--- config.mk ---
export PLATFORM = sky130hd
export DESIGN_NAME = muldiv_unit
export DESIGN_NICKNAME = d
export VERILOG_FILES = /design/src/rtl/muldiv_unit.sv
export SDC_FILE = /design/constraint.sdc
export NUM_CORES = 2
export LEC_CHECK = 0
export ABC_AREA = 1
export BUFFER_PORTS_ARGS = -buffer_cell sky130_fd_sc_hd__buf_2
export CORE_MARGIN = 5
export CORE_UTILIZATION = 55
export CTS_CLUSTER_DIAMETER = 40
export DETAILED_ROUTE_END_ITERATION = 10
export PLACE_DENSITY = 0.77
export SLEW_MARGIN = 20
export SYNTH_ARGS = -nofsm -noshare
export SYNTH_HDL_FRONTEND = slang
export SYNTH_SLANG_ARGS = --single-unit
--- constraint.sdc ---
create_clock -name clk -period 9.2 [get_ports clk]
set_clock_uncertainty 0.05 [all_clocks]
set_input_delay 0.92 -clock clk [delete_from_list [all_inputs] [get_ports clk]]
set_output_delay 0.92 -clock clk [all_outputs]
set_load 0.01 [all_outputs]
--- src/rtl/muldiv_unit.sv ---
// muldiv_unit: multi-cycle multiply/divide unit for the EX stage.
//   Multiply: full 2*WIDTH-bit product, ready MUL_LAT cycles after the start is captured.
//   Divide:   radix-2 restoring, quotient truncates toward zero, remainder follows the
//             dividend sign; ready WIDTH+2 cycles after the start is captured.
// Ports:
//   clk, rst        rising-edge clock, synchronous active-high reset
//   start           request, sampled only while busy=0
//   is_div          1=divide, 0=multiply (sampled with start)
//   is_signed       1=two's-complement operands (sampled with start)
//   cancel          abort the in-flight op
//   opa, opb        multiplicand/dividend, multiplier/divisor
//   busy            op in flight, high through the ready cycle
//   ready           one-cycle completion pulse
//   hi, lo          product[2W-1:W]/remainder, product[W-1:0]/quotient
//   div_by_zero     set with ready on a zero divisor, cleared on the next accepted start
module muldiv_unit #(
  parameter int unsigned WIDTH   = 32,
  parameter int unsigned MUL_LAT = 2
) (
  input  logic             clk,
  input  logic             rst,
  input  logic             start,
  input  logic             is_div,
  input  logic             is_signed,
  input  logic             cancel,
  input  logic [WIDTH-1:0] opa,
  input  logic [WIDTH-1:0] opb,
  output logic             busy,
  output logic             ready,
  output logic [WIDTH-1:0] hi,
  output logic [WIDTH-1:0] lo,
  output logic             div_by_zero
);

  localparam int unsigned CW = $clog2(WIDTH + MUL_LAT + 1);
  localparam logic [CW-1:0] DIV_LAST = CW'(WIDTH - 1);
  localparam logic [CW-1:0] MUL_LAST = (MUL_LAT >= 2) ? CW'(MUL_LAT - 2) : '0;

  typedef enum logic [2:0] {
    IDLE,
    MUL,
    DITER,
    DFIX,
    DONE
  } state_t;

  state_t r_state;
  state_t w_next;

  logic [CW-1:0]    r_cnt;
  logic [WIDTH-1:0] r_a;
  logic [WIDTH-1:0] r_b;
  logic             r_sgn;
  logic [WIDTH-1:0] r_rem;
  logic [WIDTH-1:0] r_quo;
  logic [WIDTH-1:0] r_dvs;
  logic             r_qneg;
  logic             r_rneg;
  logic             r_dz;

  logic             w_accept;
  logic             w_load_res;
  logic [WIDTH-1:0] w_ma;
  logic [WIDTH-1:0] w_mb;
  logic             w_msg;
  logic [2*WIDTH-1:0] w_pa;
  logic [2*WIDTH-1:0] w_pb;
  logic [2*WIDTH-1:0] w_prod;
  logic [WIDTH:0]   w_shift;
  logic [WIDTH:0]   w_diff;
  logic [WIDTH-1:0] w_abs_a;
  logic [WIDTH-1:0] w_abs_b;
  logic [WIDTH-1:0] w_res_hi;
  logic [WIDTH-1:0] w_res_lo;

  assign w_accept = (r_state == IDLE) && start && !cancel;
  assign busy     = (r_state != IDLE);
  assign ready    = (r_state == DONE);

  // State register
  always_ff @(posedge clk) begin
    if (rst) begin
      r_state <= IDLE;
    end else begin
      r_state <= w_next;
    end
  end

  // Next-state logic
  always_comb begin
    w_next = r_state;
    unique case (r_state)
      IDLE: begin
        if (start && !cancel) begin
          if (is_div)            w_next = DITER;
          else if (MUL_LAT == 1) w_next = DONE;
          else                   w_next = MUL;
        end
      end
      MUL: begin
        if (cancel)                 w_next = IDLE;
        else if (r_cnt == MUL_LAST) w_next = DONE;
      end
      DITER: begin
        if (cancel)                 w_next = IDLE;
        else if (r_cnt == DIV_LAST) w_next = DFIX;
      end
      DFIX: begin
        if (cancel) w_next = IDLE;
        else        w_next = DONE;
      end
      DONE: w_next = IDLE;
      default: w_next = IDLE;
    endcase
  end

  // Results are written only on the edge that enters DONE.
  assign w_load_res = (r_state != DONE) && (w_next == DONE);

  // Multiplier operands come straight from the ports in IDLE so MUL_LAT=1 works.
  assign w_ma   = (r_state == IDLE) ? opa       : r_a;
  assign w_mb   = (r_state == IDLE) ? opb       : r_b;
  assign w_msg  = (r_state == IDLE) ? is_signed : r_sgn;
  assign w_pa   = {{WIDTH{w_msg & w_ma[WIDTH-1]}}, w_ma};
  assign w_pb   = {{WIDTH{w_msg & w_mb[WIDTH-1]}}, w_mb};
  assign w_prod = w_pa * w_pb;

  // Restoring divide step: shift in the next dividend bit, subtract if it fits.
  assign w_shift = {r_rem, r_quo[WIDTH-1]};
  assign w_diff  = w_shift - {1'b0, r_dvs};

  assign w_abs_a = (is_signed && opa[WIDTH-1]) ? -opa : opa;
  assign w_abs_b = (is_signed && opb[WIDTH-1]) ? -opb : opb;

  always_comb begin
    w_res_hi = w_prod[2*WIDTH-1:WIDTH];
    w_res_lo = w_prod[WIDTH-1:0];
    if (r_state == DFIX) begin
      if (r_dz) begin
        w_res_hi = r_a;
        w_res_lo = '1;
      end else begin
        w_res_hi = r_rneg ? -r_rem : r_rem;
        w_res_lo = r_qneg ? -r_quo : r_quo;
      end
    end
  end

  // Datapath. Magnitudes and sign flags are taken at acceptance so the
  // divide preparation overlaps the start edge and the iterations begin at T+1.
  always_ff @(posedge clk) begin
    if (rst) begin
      r_cnt       <= '0;
      r_a         <= '0;
      r_b         <= '0;
      r_sgn       <= 1'b0;
      r_rem       <= '0;
      r_quo       <= '0;
      r_dvs       <= '0;
      r_qneg      <= 1'b0;
      r_rneg      <= 1'b0;
      r_dz        <= 1'b0;
      hi          <= '0;
      lo          <= '0;
      div_by_zero <= 1'b0;
    end else begin
      if (w_accept) begin
        r_cnt       <= '0;
        r_a         <= opa;
        r_b         <= opb;
        r_sgn       <= is_signed;
        r_rem       <= '0;
        r_quo       <= w_abs_a;
        r_dvs       <= w_abs_b;
        r_qneg      <= is_signed & (opa[WIDTH-1] ^ opb[WIDTH-1]);
        r_rneg      <= is_signed & opa[WIDTH-1];
        r_dz        <= (opb == '0);
        div_by_zero <= 1'b0;
      end else if (r_state == MUL) begin
        r_cnt <= r_cnt + 1'b1;
      end else if (r_state == DITER) begin
        r_cnt <= r_cnt + 1'b1;
        if (!w_diff[WIDTH]) begin
          r_rem <= w_diff[WIDTH-1:0];
          r_quo <= {r_quo[WIDTH-2:0], 1'b1};
        end else begin
          r_rem <= w_shift[WIDTH-1:0];
          r_quo <= {r_quo[WIDTH-2:0], 1'b0};
        end
      end
      if (w_load_res) begin
        hi          <= w_res_hi;
        lo          <= w_res_lo;
        div_by_zero <= (r_state == DFIX) && r_dz;
      end
    end
  end

endmodule

Word-level counts from Yosys, hierarchy flattened
Index checks and enable logic that the tools add are counted.
Word-level totals
  input bits: 70
  word-level logic and storage cells: 81
  register bits: 238
Operators by class
  equality and inequality tests: 8
  bitwise logic cells: 6
  multiplexer cells: 28
  add/subtract/negate cells: 6
  reduce and logical (&&, ||, !) cells: 18
  multipliers: 1
Operator list (count)
  two-way mux 32 bit: 14
  negation 32 bit: 4
  multiplier 33 x 33 -> 64 bit: 1
  subtractor 33 x 32 -> 33 bit: 1
  logical NOT 32 bit: 1
  two-way mux 3 bit: 6
  two-way mux 6 bit: 2
  case mux 3 bit (4 select lines): 1
  logical AND 1 bit: 7
  adder 6 x 1 -> 6 bit (second input constant): 1
  == test 3 x 2 -> 1 bit (second input constant): 2
  == test 3 bit (second input constant): 2
  == test 6 x 5 -> 1 bit (second input constant): 1
  logical NOT 6 bit: 1
  nonzero test 2 bit: 3
  bitwise AND 1 bit: 4
  two-way mux 1 bit: 4
  AND reduction 2 bit: 2
  == test 3 x 1 -> 1 bit (second input constant): 1
  logical NOT 3 bit: 1
  != test 3 bit (second input constant): 1
  nonzero test 3 bit: 1
  two-way mux 2 bit: 1
  != test 2 bit (second input constant): 1
  other kinds (4): 4

Logic depth before layout (Yosys ltp)
  depth in word-level cells: 7
  gate-level depth with buffers: 42

Worst setup path after synthesis
No wires, ideal clock.
  path type: in2reg
  start: input port is_signed
  end: register hi[30]
  stages on the path: 33
  path buffers: 1
  arrival time: 8.030 ns
  path slack: 1.000 ns
  required time: 9.031 ns
  path through: nand3_1 > nand2_1 > inv_1 > nor2_1 > inv_2 > buf_1 > nor2_1 > fa_1 > inv_1 > fa_1 > inv_1 > fa_1 > inv_1 > fa_1 > fa_1 > inv_1 > fa_1 > inv_1 > fa_1 > fa_1 > inv_1 > ha_1 > inv_1 > nor3_1 > inv_1 > nor2_1 > nand2_1 > nor3_1 > nand2_1 > nand2_1 > nand2_1 > nand3_1 > a21oi_1
Between the ends
  word-level cells in the longest chain between the ends: 4
  elaborated cells on any way between the ends: 5
Ends and longest elaborated chain
  from (decl): line 24  | input logic is_signed,
  two-way mux 1 bit (*): line 123  | assign w_msg = (r_state == IDLE) ? is_signed : r_sgn;
  bitwise AND 1 bit, on equally long branches: line 124, 125
  multiplier 33 x 33 -> 64 bit (*): line 126  | assign w_prod = w_pa * w_pb;
  two-way mux 32 bit (*): line 138  | if (r_state == DFIX) begin
  to (signal assigned): line 192  | hi <= w_res_hi;
  to (decl): line 30  | output logic [WIDTH-1:0] hi,
Mark *: on every way between the ends. The rest lies on a longest branch, timed or not.
A chain may end at the register's enable or synchronous reset.

Worst setup path after layout
  start: register r_state[2]
  end: register hi[21]
Between the ends
  word-level cells in the longest chain between the ends: 5
  elaborated cells on any way between the ends: 20
Ends and longest elaborated chain
  from (decl): line 47  | state_t r_state;
  from (signal assigned): line 85  | r_state <= w_next;
  logical NOT 3 bit (tied with other cells)
  two-way mux 1 bit (tied with other cells): line 123
  bitwise AND 1 bit (tied with other cells): line 124  | assign w_pa = {{WIDTH{w_msg & w_ma[WIDTH-1]}}, w_ma};
  multiplier 33 x 33 -> 64 bit or == test 3 bit (tied branches): line 126, 118
  two-way mux 32 bit or logical AND 1 bit (tied branches): line 138, 118
Parallel ways exist; a longest one is shown, timed or not.

==> flow_summary.yaml <==
run_status:
  status: "complete, no violations"
setup_path:
  rr_startpoint: "r_state[2]"
  cp-start-kind: "flop"
  r2r_end: "hi[21]"
  crit_arrival_ps: 9460
  cp.required_ps: 9640
  path_max_fanout: 48
  r2r_setup_slack_ps: 170
  cpPeakStageDelay_ps: 610
  cpMostUsedCell: "fa_1"
  critPathSlowestCell: "fa_1"
  critPathCaptureType: "flop"
  cp-startpoint: "r_state[2]"
  crit_type: "flop to flop"
  ff2ff_path_depth: 29
sta:
  report.final.slew_viol_count: 0
  fin_crit_ps: 9030
  finalHoldViolations: 0
  timing.fmax_ghz: 0.111
  finalSetupViolCount: 0
  slew_headroom_pct: 19.2
  tightest_slew_ps: 1210
  rsz0062_at_grt: "no"
  fin_crit_sh_pct: 98.1
finish:
  design_area_um2: 59300
  final_nets: 8887
  drive_above_1_share_pct: 7.29
  area_growth_pct: 8.26
  final_cell_count_no_fill: 8775
  fin_util_pct: 60.2
logic_synthesis:
  syn-num-nets: 8771
  yosysTopAreaCell: "fa_1"
  ys_types: 58
  yosysMostFrequentCell: "inv_1"
  seq_area_frac_synth_pct: 8.66
  synth-async-reset-ratio_pct: 0
  syn_area_um2: 54800
  yosys.area.top_type_share_pct: 41.2
  ys.flop_type: "dfxtp_1"
  synthTopCellsByArea: "fa_1 41%, inv_1 11%, nand2_1 10%"
  yosys_warnings: 0
  synth_edf_count: 0
  synth_cells: 7325
  syn_area_per_cell_um2: 7.48
  synth_common_cells: "1666 x inv_1, 1512 x nand2_1, 1126 x fa_1, 842 x nor2_1, 311 x o21ai_0"
  synth_seq_cells: 237
min_path:
  worst_hold_path_type: "flop to flop"
  whs_path_depth: 2
  hold_start: "lo[15]"
  hold_end: "lo[15]"
die:
  core-area_um2: 98600
  row_count: 115
  start_util_pct: 55.6
  die-width_um: 326
  io-pin-count: 137
  die_area_um2: 106000
  chipHeight_um: 326
routing:
  ant_nets: 0
  wire_per_inst_um: 24.3
  firstDrtPassIters: 7
  wl_um: 214000
  viasPerCell: 5.85
  drt_iter0_markers: 6308
  vias: 51400
  drc_errors: 0
clocking:
  clock_path_buffers: 3
  htreeDepth: 2
  clkSinkCount: 237
  cts_tree: "yes"
  numCtsBuffers: 38
  clock_latency_ps: 560
  ctsRootBufferMaster: "clkbuf_16"
  clk_pin_slew_worst_paths_ps: 60
global_route:
  grt_max_degree: 153
  grt_pass1_wl_um: 322000
  overflow: 0
  grt.total_usage_pct: 40.1
  antenna_found_initial: 23
  grt_pass1_vias: 50700
place:
  dp_hpwl_um: 178000
  place_congestion: 1.08
  placed_cell_area_um2: 57800
  portBuffers: 136
  dpl.cell_count: 8685
flow_run:
  maxCapViolations: 0
## area by class of cell
cell class / instances / area, µm²
Fill cell: 9066 / 39300
Sequential cell: 237 / 4740
Inverter: 1701 / 6410
Multi-Input combinational cell: 5091 / 42400
Antenna cell: 17 / 42.5
Clock inverter: 28 / 315
Timing Repair Buffer: 372 / 2740
Tap cell: 1287 / 1610
Clock buffer: 42 / 1030
## state kept, by name, indices dropped and copies added (netlist names)
signal / flops
lo: 32
r_dvs: 31
r_a: 32
r_dz: 1
div_by_zero: 1
r_rneg: 1
r_sgn: 1
r_cnt: 6
r_qneg: 1
r_quo: 32
hi: 32
r_state: 3
r_b: 32
r_rem: 32
## stage by stage
| step | setup WS (ps) | setup TNS [ps] | hold slack (ps) |
|---|---|---|---|
| 2_1_floorplan | 1000 | 0 | 379 |
| 3_3_place_gp | 53.7 | 0 | 394 |
| 3_5_place_dp | -22.4 | -25.7 | 411 |
| 4_1_cts | 111 | 0 | 423 |
| 5_1_grt | 6.77 | 0 | 453 |
| 6_report | 174 | 0 | 426 |
## per-layer routing
metal	GRT usage, %	routed length [µm]
met5	0	50
met4	21.2	14800
met3	12.4	30000
met2	57.1	88100
met1	55.2	80800
## repair_timing
action	4_1_cts	5_1_grt
setup endpoints to repair	0	27
hold buffers	0	0
setup buffers	0	3
resized for setup	0	23
## cells in the final DEF, fill, tap and decap left out, types with 9 or more instances in the layout
master,Yosys,layout
nor3_1,66,65
clkinvlp_4,0,9
xor2_1,22,22
o211ai_1,39,39
diode_2,0,17
o22ai_1,12,12
o21a_1,39,36
o21bai_1,19,19
fa_1,1126,1126
nand2_1,1512,1512
buf_2,135,136
or2_2,9,9
inv_1,1666,1659
o21ai_0,311,309
dfxtp_1,237,237
nand3_1,295,295
nand4_1,64,64
xnor2_1,19,19
nor2_1,842,840
ha_1,250,250
clkinv_1,12,10
o221ai_1,9,9
buf_4,7,212
clkbuf_16,0,41
a21oi_1,305,292
a211oi_1,10,10
a21oi_2,10,22
buf_12,0,23
a31oi_1,20,20
nand3b_1,19,19
inv_2,23,26
nor4_1,13,12
## kinds of logic (layout without fill, tap and decap cells)
| kind of cell | count (synthesis) | after routing | share of synthesized area (%) |
|---|---|---|---|
| simple gates | 2846 | 2846 | 21.1 |
| buf+inv | 1997 | 2143 | 14.1 |
| fa+ha+maj | 1376 | 1376 | 46.9 |
| compound gates | 827 | 827 | 8.61 |
| flops | 237 | 237 | 8.66 |
| xor+xnor | 41 | 41 | 0.656 |
| mux | 1 | 1 | 0.0183 |
| other cells | 0 | 17 | 0 |
## worst max-delay path by stage
| stage | end | slack, ps | cells after the start |
|---|---|---|---|
| global route | hi[18] | 7 | 29 |
| finish | hi[21] | 170 | 29 |
| CTS | hi[13] | 110 | 30 |
| floorplan | hi[30] | 1000 | 33 |
| detailed placement | hi[13] | -20 | 28 |
| global placement | hi[13] | 50 | 26 |
## worst max-delay path, delay by kind of cell, from the launching register on
family,cells,cell delay [ps]
AND/OR/NAND/NOR,8,1290
flip-flops,1,470
adder cells (fa/ha/maj),9,4620
AO/OA/AOI/OAI,3,780
buffers and inverters,9,1690
Power is not shown: default switching activity piles up to over one toggle a cycle in this logic, so the estimate is an artifact.
